### config.mk
export PLATFORM = sky130hd
export DESIGN_NAME = adex_neuron_array
export DESIGN_NICKNAME = d
export VERILOG_FILES = /design/src/rtl/adex_pkg.sv /design/src/rtl/adex_update.sv /design/src/rtl/adex_neuron_array.sv
export SDC_FILE = /design/constraint.sdc
export NUM_CORES = 1
export LEC_CHECK = 0
export CAP_MARGIN = 20
export CORE_MARGIN = 4
export CORE_UTILIZATION = 30
export CTS_BUF_LIST = sky130_fd_sc_hd__clkbuf_4
export DETAILED_ROUTE_END_ITERATION = 8
export SYNTH_ARGS = -nofsm -noshare
export SYNTH_HDL_FRONTEND = slang
export SYNTH_SLANG_ARGS = --single-unit
### constraint.sdc
create_clock -name clk -period 8.36 [get_ports clk]
set_clock_uncertainty 0.05 [all_clocks]
set_input_delay 0.836 -clock clk [delete_from_list [all_inputs] [get_ports clk]]
set_output_delay 0.836 -clock clk [all_outputs]
set_load 0.03 [all_outputs]
### src/rtl/adex_pkg.sv
// Shared defaults, sweep FSM encoding and arithmetic helpers for the AdEx neuron array.
package adex_pkg;

  localparam int N_NEURONS_DEF  = 8;
  localparam int W_DEF          = 8;
  localparam int V_REST_DEF     = 50;
  localparam int V_RESET_DEF    = 40;
  localparam int V_T_DEF        = 150;
  localparam int V_TH_DEF       = 200;
  localparam int TAU_SHIFT_DEF  = 3;
  localparam int TAUW_SHIFT_DEF = 4;
  localparam int B_INC_DEF      = 16;
  localparam int T_REF_DEF      = 2;

  typedef enum logic [1:0] {
    IDLE   = 2'd0,
    READ   = 2'd1,
    UPDATE = 2'd2,
    DONE   = 2'd3
  } state_e;

  // Exponential upswing above rheobase, indexed by the top nibble of (v - V_T).
  function automatic logic [7:0] exp_lut(input logic [3:0] idx);
    logic [7:0] val;
    case (idx)
      4'd0:    val = 8'd1;
      4'd1:    val = 8'd2;
      4'd2:    val = 8'd3;
      4'd3:    val = 8'd5;
      4'd4:    val = 8'd8;
      4'd5:    val = 8'd12;
      4'd6:    val = 8'd18;
      4'd7:    val = 8'd27;
      4'd8:    val = 8'd40;
      4'd9:    val = 8'd60;
      4'd10:   val = 8'd90;
      4'd11:   val = 8'd135;
      4'd12:   val = 8'd200;
      default: val = 8'd255;
    endcase
    return val;
  endfunction

  function automatic int clamp_int(input int x, input int hi);
    if (x < 0) return 0;
    if (x > hi) return hi;
    return x;
  endfunction

  function automatic int sat_int(input int x, input int hi);
    return (x > hi) ? hi : x;
  endfunction

endpackage

### src/rtl/adex_update.sv
// Combinational AdEx update for one neuron: refractory hold, spike reset, or leak/exp/drive/adaptation.
module adex_update
  import adex_pkg::*;
#(
  parameter int W          = W_DEF,
  parameter int V_REST     = V_REST_DEF,
  parameter int V_RESET    = V_RESET_DEF,
  parameter int V_T        = V_T_DEF,
  parameter int V_TH       = V_TH_DEF,
  parameter int TAU_SHIFT  = TAU_SHIFT_DEF,
  parameter int TAUW_SHIFT = TAUW_SHIFT_DEF,
  parameter int B_INC      = B_INC_DEF,
  parameter int T_REF      = T_REF_DEF,
  parameter int RW         = 2
) (
  input  logic [W-1:0]  v_i,
  input  logic [W-1:0]  w_i,
  input  logic [W-1:0]  cur_i,
  input  logic [RW-1:0] ref_i,
  output logic [W-1:0]  v_o,
  output logic [W-1:0]  w_o,
  output logic [RW-1:0] ref_o,
  output logic          fire_o
);

  localparam int SW   = W + 3;
  localparam int MAXV = (1 << W) - 1;
  localparam logic [W-1:0]         V_T_W     = W'(V_T);
  localparam logic [W-1:0]         V_TH_W    = W'(V_TH);
  localparam logic [W-1:0]         V_RESET_W = W'(V_RESET);
  localparam logic signed [SW-1:0] V_REST_S  = SW'(V_REST);
  localparam logic [RW-1:0]        T_REF_R   = RW'(T_REF);

  logic signed [SW-1:0] v_s, w_s, cur_s, exp_s, diff_s, leak_s, sum_s;
  logic [W-1:0] v_norm, w_dec, w_inc;

  assign v_s    = $signed({3'b000, v_i});
  assign w_s    = $signed({3'b000, w_i});
  assign cur_s  = $signed({3'b000, cur_i});
  assign exp_s  = (v_i >= V_T_W)
                ? $signed({{(SW-8){1'b0}}, exp_lut(4'((v_i - V_T_W) >> (W - 4)))})
                : '0;
  // Arithmetic shift keeps the leak signed so a sub-rest potential is pulled back up.
  assign diff_s = v_s - V_REST_S;
  assign leak_s = diff_s >>> TAU_SHIFT;
  assign sum_s  = v_s - leak_s + exp_s + cur_s - w_s;
  assign v_norm = W'(clamp_int(int'(sum_s), MAXV));
  assign w_dec  = w_i - (w_i >> TAUW_SHIFT);
  assign w_inc  = W'(sat_int(int'(w_i) + B_INC, MAXV));

  always_comb begin
    v_o    = v_norm;
    w_o    = w_dec;
    ref_o  = ref_i;
    fire_o = 1'b0;
    if (ref_i != '0) begin
      ref_o = ref_i - RW'(1);
      v_o   = V_RESET_W;
    end else if (v_i >= V_TH_W) begin
      fire_o = 1'b1;
      v_o    = V_RESET_W;
      w_o    = w_inc;
      ref_o  = T_REF_R;
    end
  end

endmodule

### src/rtl/adex_neuron_array.sv
// Time-multiplexed AdEx neuron array: one READ/UPDATE pair per neuron per step, spikes as indexed events.
module adex_neuron_array
  import adex_pkg::*;
#(
  parameter int N_NEURONS  = N_NEURONS_DEF,
  parameter int W          = W_DEF,
  parameter int V_REST     = V_REST_DEF,
  parameter int V_RESET    = V_RESET_DEF,
  parameter int V_T        = V_T_DEF,
  parameter int V_TH       = V_TH_DEF,
  parameter int TAU_SHIFT  = TAU_SHIFT_DEF,
  parameter int TAUW_SHIFT = TAUW_SHIFT_DEF,
  parameter int B_INC      = B_INC_DEF,
  parameter int T_REF      = T_REF_DEF,
  localparam int AW        = $clog2(N_NEURONS),
  localparam int RW        = (T_REF < 1) ? 1 : $clog2(T_REF + 1)
) (
  input  logic          clk,
  input  logic          rst,
  input  logic          step,
  input  logic          cur_we,
  input  logic [AW-1:0] cur_addr,
  input  logic [W-1:0]  cur_data,
  output logic          spike_valid,
  output logic [AW-1:0] spike_idx,
  output logic          busy,
  output logic          done,
  output logic          overrun
);

  localparam logic [AW-1:0] LAST_IDX = AW'(N_NEURONS - 1);

  state_e state_q, state_d;
  logic [AW-1:0] idx_q, idx_d;

  logic [W-1:0]  v_q   [N_NEURONS];
  logic [W-1:0]  w_q   [N_NEURONS];
  logic [W-1:0]  cur_q [N_NEURONS];
  logic [RW-1:0] refr_q[N_NEURONS];

  logic [W-1:0]  v_rd_q, w_rd_q, cur_rd_q;
  logic [RW-1:0] refr_rd_q;
  logic [W-1:0]  v_upd, w_upd;
  logic [RW-1:0] refr_upd;
  logic          fire;

  logic [N_NEURONS-1:0] upd_sel, wr_sel;
  logic          spike_valid_q, done_q, overrun_q;
  logic [AW-1:0] spike_idx_q;

  for (genvar gi = 0; gi < N_NEURONS; gi++) begin : g_sel
    assign upd_sel[gi] = (state_q == UPDATE) && (idx_q == AW'(gi));
    assign wr_sel[gi]  = cur_we && (cur_addr == AW'(gi));
  end

  always_ff @(posedge clk or posedge rst) begin
    if (rst) begin
      state_q <= IDLE;
      idx_q   <= '0;
    end else begin
      state_q <= state_d;
      idx_q   <= idx_d;
    end
  end

  always_comb begin
    state_d = state_q;
    idx_d   = idx_q;
    case (state_q)
      IDLE: begin
        if (step) begin
          state_d = READ;
          idx_d   = '0;
        end
      end
      READ:   state_d = UPDATE;
      UPDATE: begin
        if (idx_q == LAST_IDX) begin
          state_d = DONE;
        end else begin
          idx_d   = idx_q + AW'(1);
          state_d = READ;
        end
      end
      DONE:    state_d = IDLE;
      default: state_d = IDLE;
    endcase
  end

  always_ff @(posedge clk or posedge rst) begin
    if (rst) begin
      for (int n = 0; n < N_NEURONS; n++) begin
        v_q[n]    <= W'(V_REST);
        w_q[n]    <= '0;
        refr_q[n] <= '0;
        cur_q[n]  <= '0;
      end
    end else begin
      for (int n = 0; n < N_NEURONS; n++) begin
        if (upd_sel[n]) begin
          v_q[n]    <= v_upd;
          w_q[n]    <= w_upd;
          refr_q[n] <= refr_upd;
        end
        if (wr_sel[n]) cur_q[n] <= cur_data;
      end
    end
  end

  // A current write landing in the READ cycle of the same neuron is forwarded.
  always_ff @(posedge clk or posedge rst) begin
    if (rst) begin
      v_rd_q    <= '0;
      w_rd_q    <= '0;
      refr_rd_q <= '0;
      cur_rd_q  <= '0;
    end else if (state_q == READ) begin
      v_rd_q    <= v_q[idx_q];
      w_rd_q    <= w_q[idx_q];
      refr_rd_q <= refr_q[idx_q];
      cur_rd_q  <= (cur_we && (cur_addr == idx_q)) ? cur_data : cur_q[idx_q];
    end
  end

  adex_update #(
    .W(W), .V_REST(V_REST), .V_RESET(V_RESET), .V_T(V_T), .V_TH(V_TH),
    .TAU_SHIFT(TAU_SHIFT), .TAUW_SHIFT(TAUW_SHIFT), .B_INC(B_INC),
    .T_REF(T_REF), .RW(RW)
  ) u_update (
    .v_i   (v_rd_q),
    .w_i   (w_rd_q),
    .cur_i (cur_rd_q),
    .ref_i (refr_rd_q),
    .v_o   (v_upd),
    .w_o   (w_upd),
    .ref_o (refr_upd),
    .fire_o(fire)
  );

  always_ff @(posedge clk or posedge rst) begin
    if (rst) begin
      spike_valid_q <= 1'b0;
      spike_idx_q   <= '0;
      done_q        <= 1'b0;
      overrun_q     <= 1'b0;
    end else begin
      spike_valid_q <= (state_q == UPDATE) && fire;
      if ((state_q == UPDATE) && fire) spike_idx_q <= idx_q;
      done_q <= (state_q == UPDATE) && (idx_q == LAST_IDX);
      if (step && busy) overrun_q <= 1'b1;
    end
  end

  assign busy        = (state_q != IDLE);
  assign spike_valid = spike_valid_q;
  assign spike_idx   = spike_idx_q;
  assign done        = done_q;
  assign overrun     = overrun_q;

endmodule

==> run metrics <==
outcome finished clean; DRC 0; worst path cell trace nor3_1 -> nor2b_1 -> xnor2_1 -> ha_1 -> nor2b_1 -> o21a_1 -> o21ai_0 -> nand2_1 -> a21oi_1 -> xnor2_1 -> fa_1 -> fa_1 -> ha_1 -> a21oi_1 -> a21boi_0 -> a2111oi_2 -> o22ai_4 -> o21a_4 -> o22a_1; crit end category flip-flop; RSZ-0062 raised after global routing no; syn avg cell area 11.3 um2; first-pass GRT wire length 47.9 mm; worst r2r dst v_q[43]$_DFFE_PP0P_; mapped cell area 0.0127 mm2; CP arrival 6.02 ns; layout cells sized above 1 0.231; post-CTS sizing 0; Port-buffer cells 21; Hold Fails Final Rpt 0; top routing layer in use met4; Placed Area 0.0134 mm2; Synth Register Bits 245; total CTS buffers 61; worst reg2reg path depth 19; Die Footprint 0.0456 mm2; Total Wirelength roughly 29 mm; routed wl met3 991 um; GRT overflow 0; Crit. Startpoint v_rd_q[3]$_DFFE_PP0N_; CTS root buf clkbuf_4; gr usage total 0.130; DR WL/cell about 17 um; core area 0.0413 mm2; Clock Latency Late Sink ~0.70 ns; Hold Path Sink overrun$_DFFE_PP0P_; DRT iter0 DRCs 424; Least-Margin Pin Slew 0.968 ns; top post-synthesis cells by area dfrtp_1 44%, mux4_2 9.3%, nand2_1 6.0%; Final #Nets 1233; Final HPWL DP 18.9 mm; max-slew violation count 0; Max-cap violations 0; cell area after layout roughly 0.014 mm2; GP Congestion 0.839; WS Path Type reg2reg; Tmin final 5.49 ns; area of the multi-input gates 0.00609 mm2; CTS Hold Bufs 0; critical path fanouts, max 8; # Post-CTS Setup Buffers 0; Layout area overhead 12.7%; CTS tree yes; RR Startpoint v_rd_q[3]$_DFFE_PP0N_; fillcell total around 4200; Post-Syn Instances ~1100; Yosys top cell area share 0.437; met1 wire length 13.4 mm; Main synth FF type dfrtp_1; 1st-pass router iterations 5; total clock sinks 245; via count 8518; vias in the first global route 9045; Final ANT Viol Nets 0; Req. time, crit path 8.89 ns; startpoint type of the worst setup path flip-flop; initial antenna violation count 1; Fmax achieved approximately 0.18 GHz; distinct cell type count after synthesis 61; hold_sp overrun$_DFFE_PP0P_; # IOs 22; hold depth 1; Worst path max stage delay ~0.48 ns; pin count of the biggest net entering global routing 93; H-tree depth 2; CTS max path bufs 3; register area share after synthesis 0.487; setup total negative slack 0 ns; Chip Height about 210 um; slowest CP cell fa_1; Synth area leader dfrtp_1; die width 213 um; WL met2 ~14 mm; FFs w/ async S/R, synth 1.00; total of warnings raised by yosys 0; flop2flop setup slack 2.87 ns; final setup fails 0; Reg area around 0.0062 mm2; worst hold path class reg2reg; Max-slew headroom 0.355; fin crit share 0.657; Worst-path clk slew 0.07 ns; FP Rows 74; via/cell ratio 4.88; Post-synth EDFFs 0; Starting Density 0.307
[per-stage QoR]
stage	utilization	hold slack (ns)	worst slack (ns)	instances
3_5_place_dp	0.325	0.400	2.93	1631
4_1_cts	0.345	0.414	2.89	1745
5_1_grt	0.345	0.435	2.53	1746
3_3_place_gp	0.325	0.393	3.08	1631
6_report	0.345	0.408	2.87	1746
2_1_floorplan	-	0.395	0.784	1122
[cell usage in the layout, fill, tap and decap left out, types with 19 or more instances in the layout]
cell	count
dfrtp_1	219
clkbuf_4	82
mux2i_1	19
inv_1	47
mux4_2	52
clkdlybuf4s50_1	21
o21ai_1	23
mux2_2	66
clkinv_1	23
ha_1	38
o21ai_0	147
dfstp_2	24
nand2_1	204
[synth_stat cells, types with 19 or more instances]
| library cell | n |
|---|---|
| nand2_1 | 204 |
| o21ai_0 | 147 |
| mux2_2 | 66 |
| mux2i_1 | 19 |
| o21ai_1 | 23 |
| mux4_2 | 52 |
| inv_1 | 48 |
| clkbuf_1 | 46 |
| ha_1 | 38 |
| dfrtp_1 | 221 |
| dfstp_2 | 24 |
[sequential cells by signal, summed over array words and instances, names as in the netlist]
signal / flops
spike_idx: 3
overrun: 1
idx_q: 3
state_q: 2
w_q: 64
cur_rd_q: 8
cur_q: 64
done: 1
v_q: 64
refr_q: 16
v_rd_q: 8
spike_valid: 1
w_rd_q: 8
refr_rd_q: 2
[critical path: cells and delay by family, from the launching register on]
family / cells / cell delay [ns]
DFF: 1 / 0.43
AOI/OAI and AO/OA: 9 / 2.23
adders and majority gates: 4 / 1.60
and+or+nand+nor: 4 / 0.73
xor gates and xnor gates: 2 / 0.34
[cell type report]
class | instances | share of cell area
flip-flops and latches | 245 | 0.432
multi-input cells | 769 | 0.427
well taps | 532 | 0.0467
clock buffers | 82 | 0.0432
repair buffers | 37 | 0.0232
clock inverters | 32 | 0.0145
inverters | 48 | 0.0132
diodes | 1 | 0.000175
[cell families after synthesis]
group,share of synthesized area
compound gates,0.129
flops,0.487
simple gates,0.100
mux,0.166
buf+inv,0.0327
fa+ha+maj,0.0660
other cells,0.000593
xor+xnor,0.0188
[worst max path at each step]
stage / cells after the start / slack, ns / end
2_1_floorplan: 1 / 0.78 / cur_q[0]$_DFFE_PP0P_
3_3_place_gp: 21 / 3.08 / v_q[43]$_DFFE_PP0P_
3_5_place_dp: 19 / 2.93 / v_q[43]$_DFFE_PP0P_
4_1_cts: 19 / 2.89 / v_q[43]$_DFFE_PP0P_
5_1_grt: 19 / 2.53 / v_q[59]$_DFFE_PP0P_
6_report: 19 / 2.87 / v_q[43]$_DFFE_PP0P_
[layer usage]
layer / track usage / vias up
li1: - / 4091
met1: 0.178 / 4243
met2: 0.213 / 143
met3: 0.0225 / 41
met4: 0.0404 / 0
met5: 0 / -
Power is left out: the tool's default activity adds up to more than one toggle a clock period on the data nets, which glitch-free logic cannot reach.
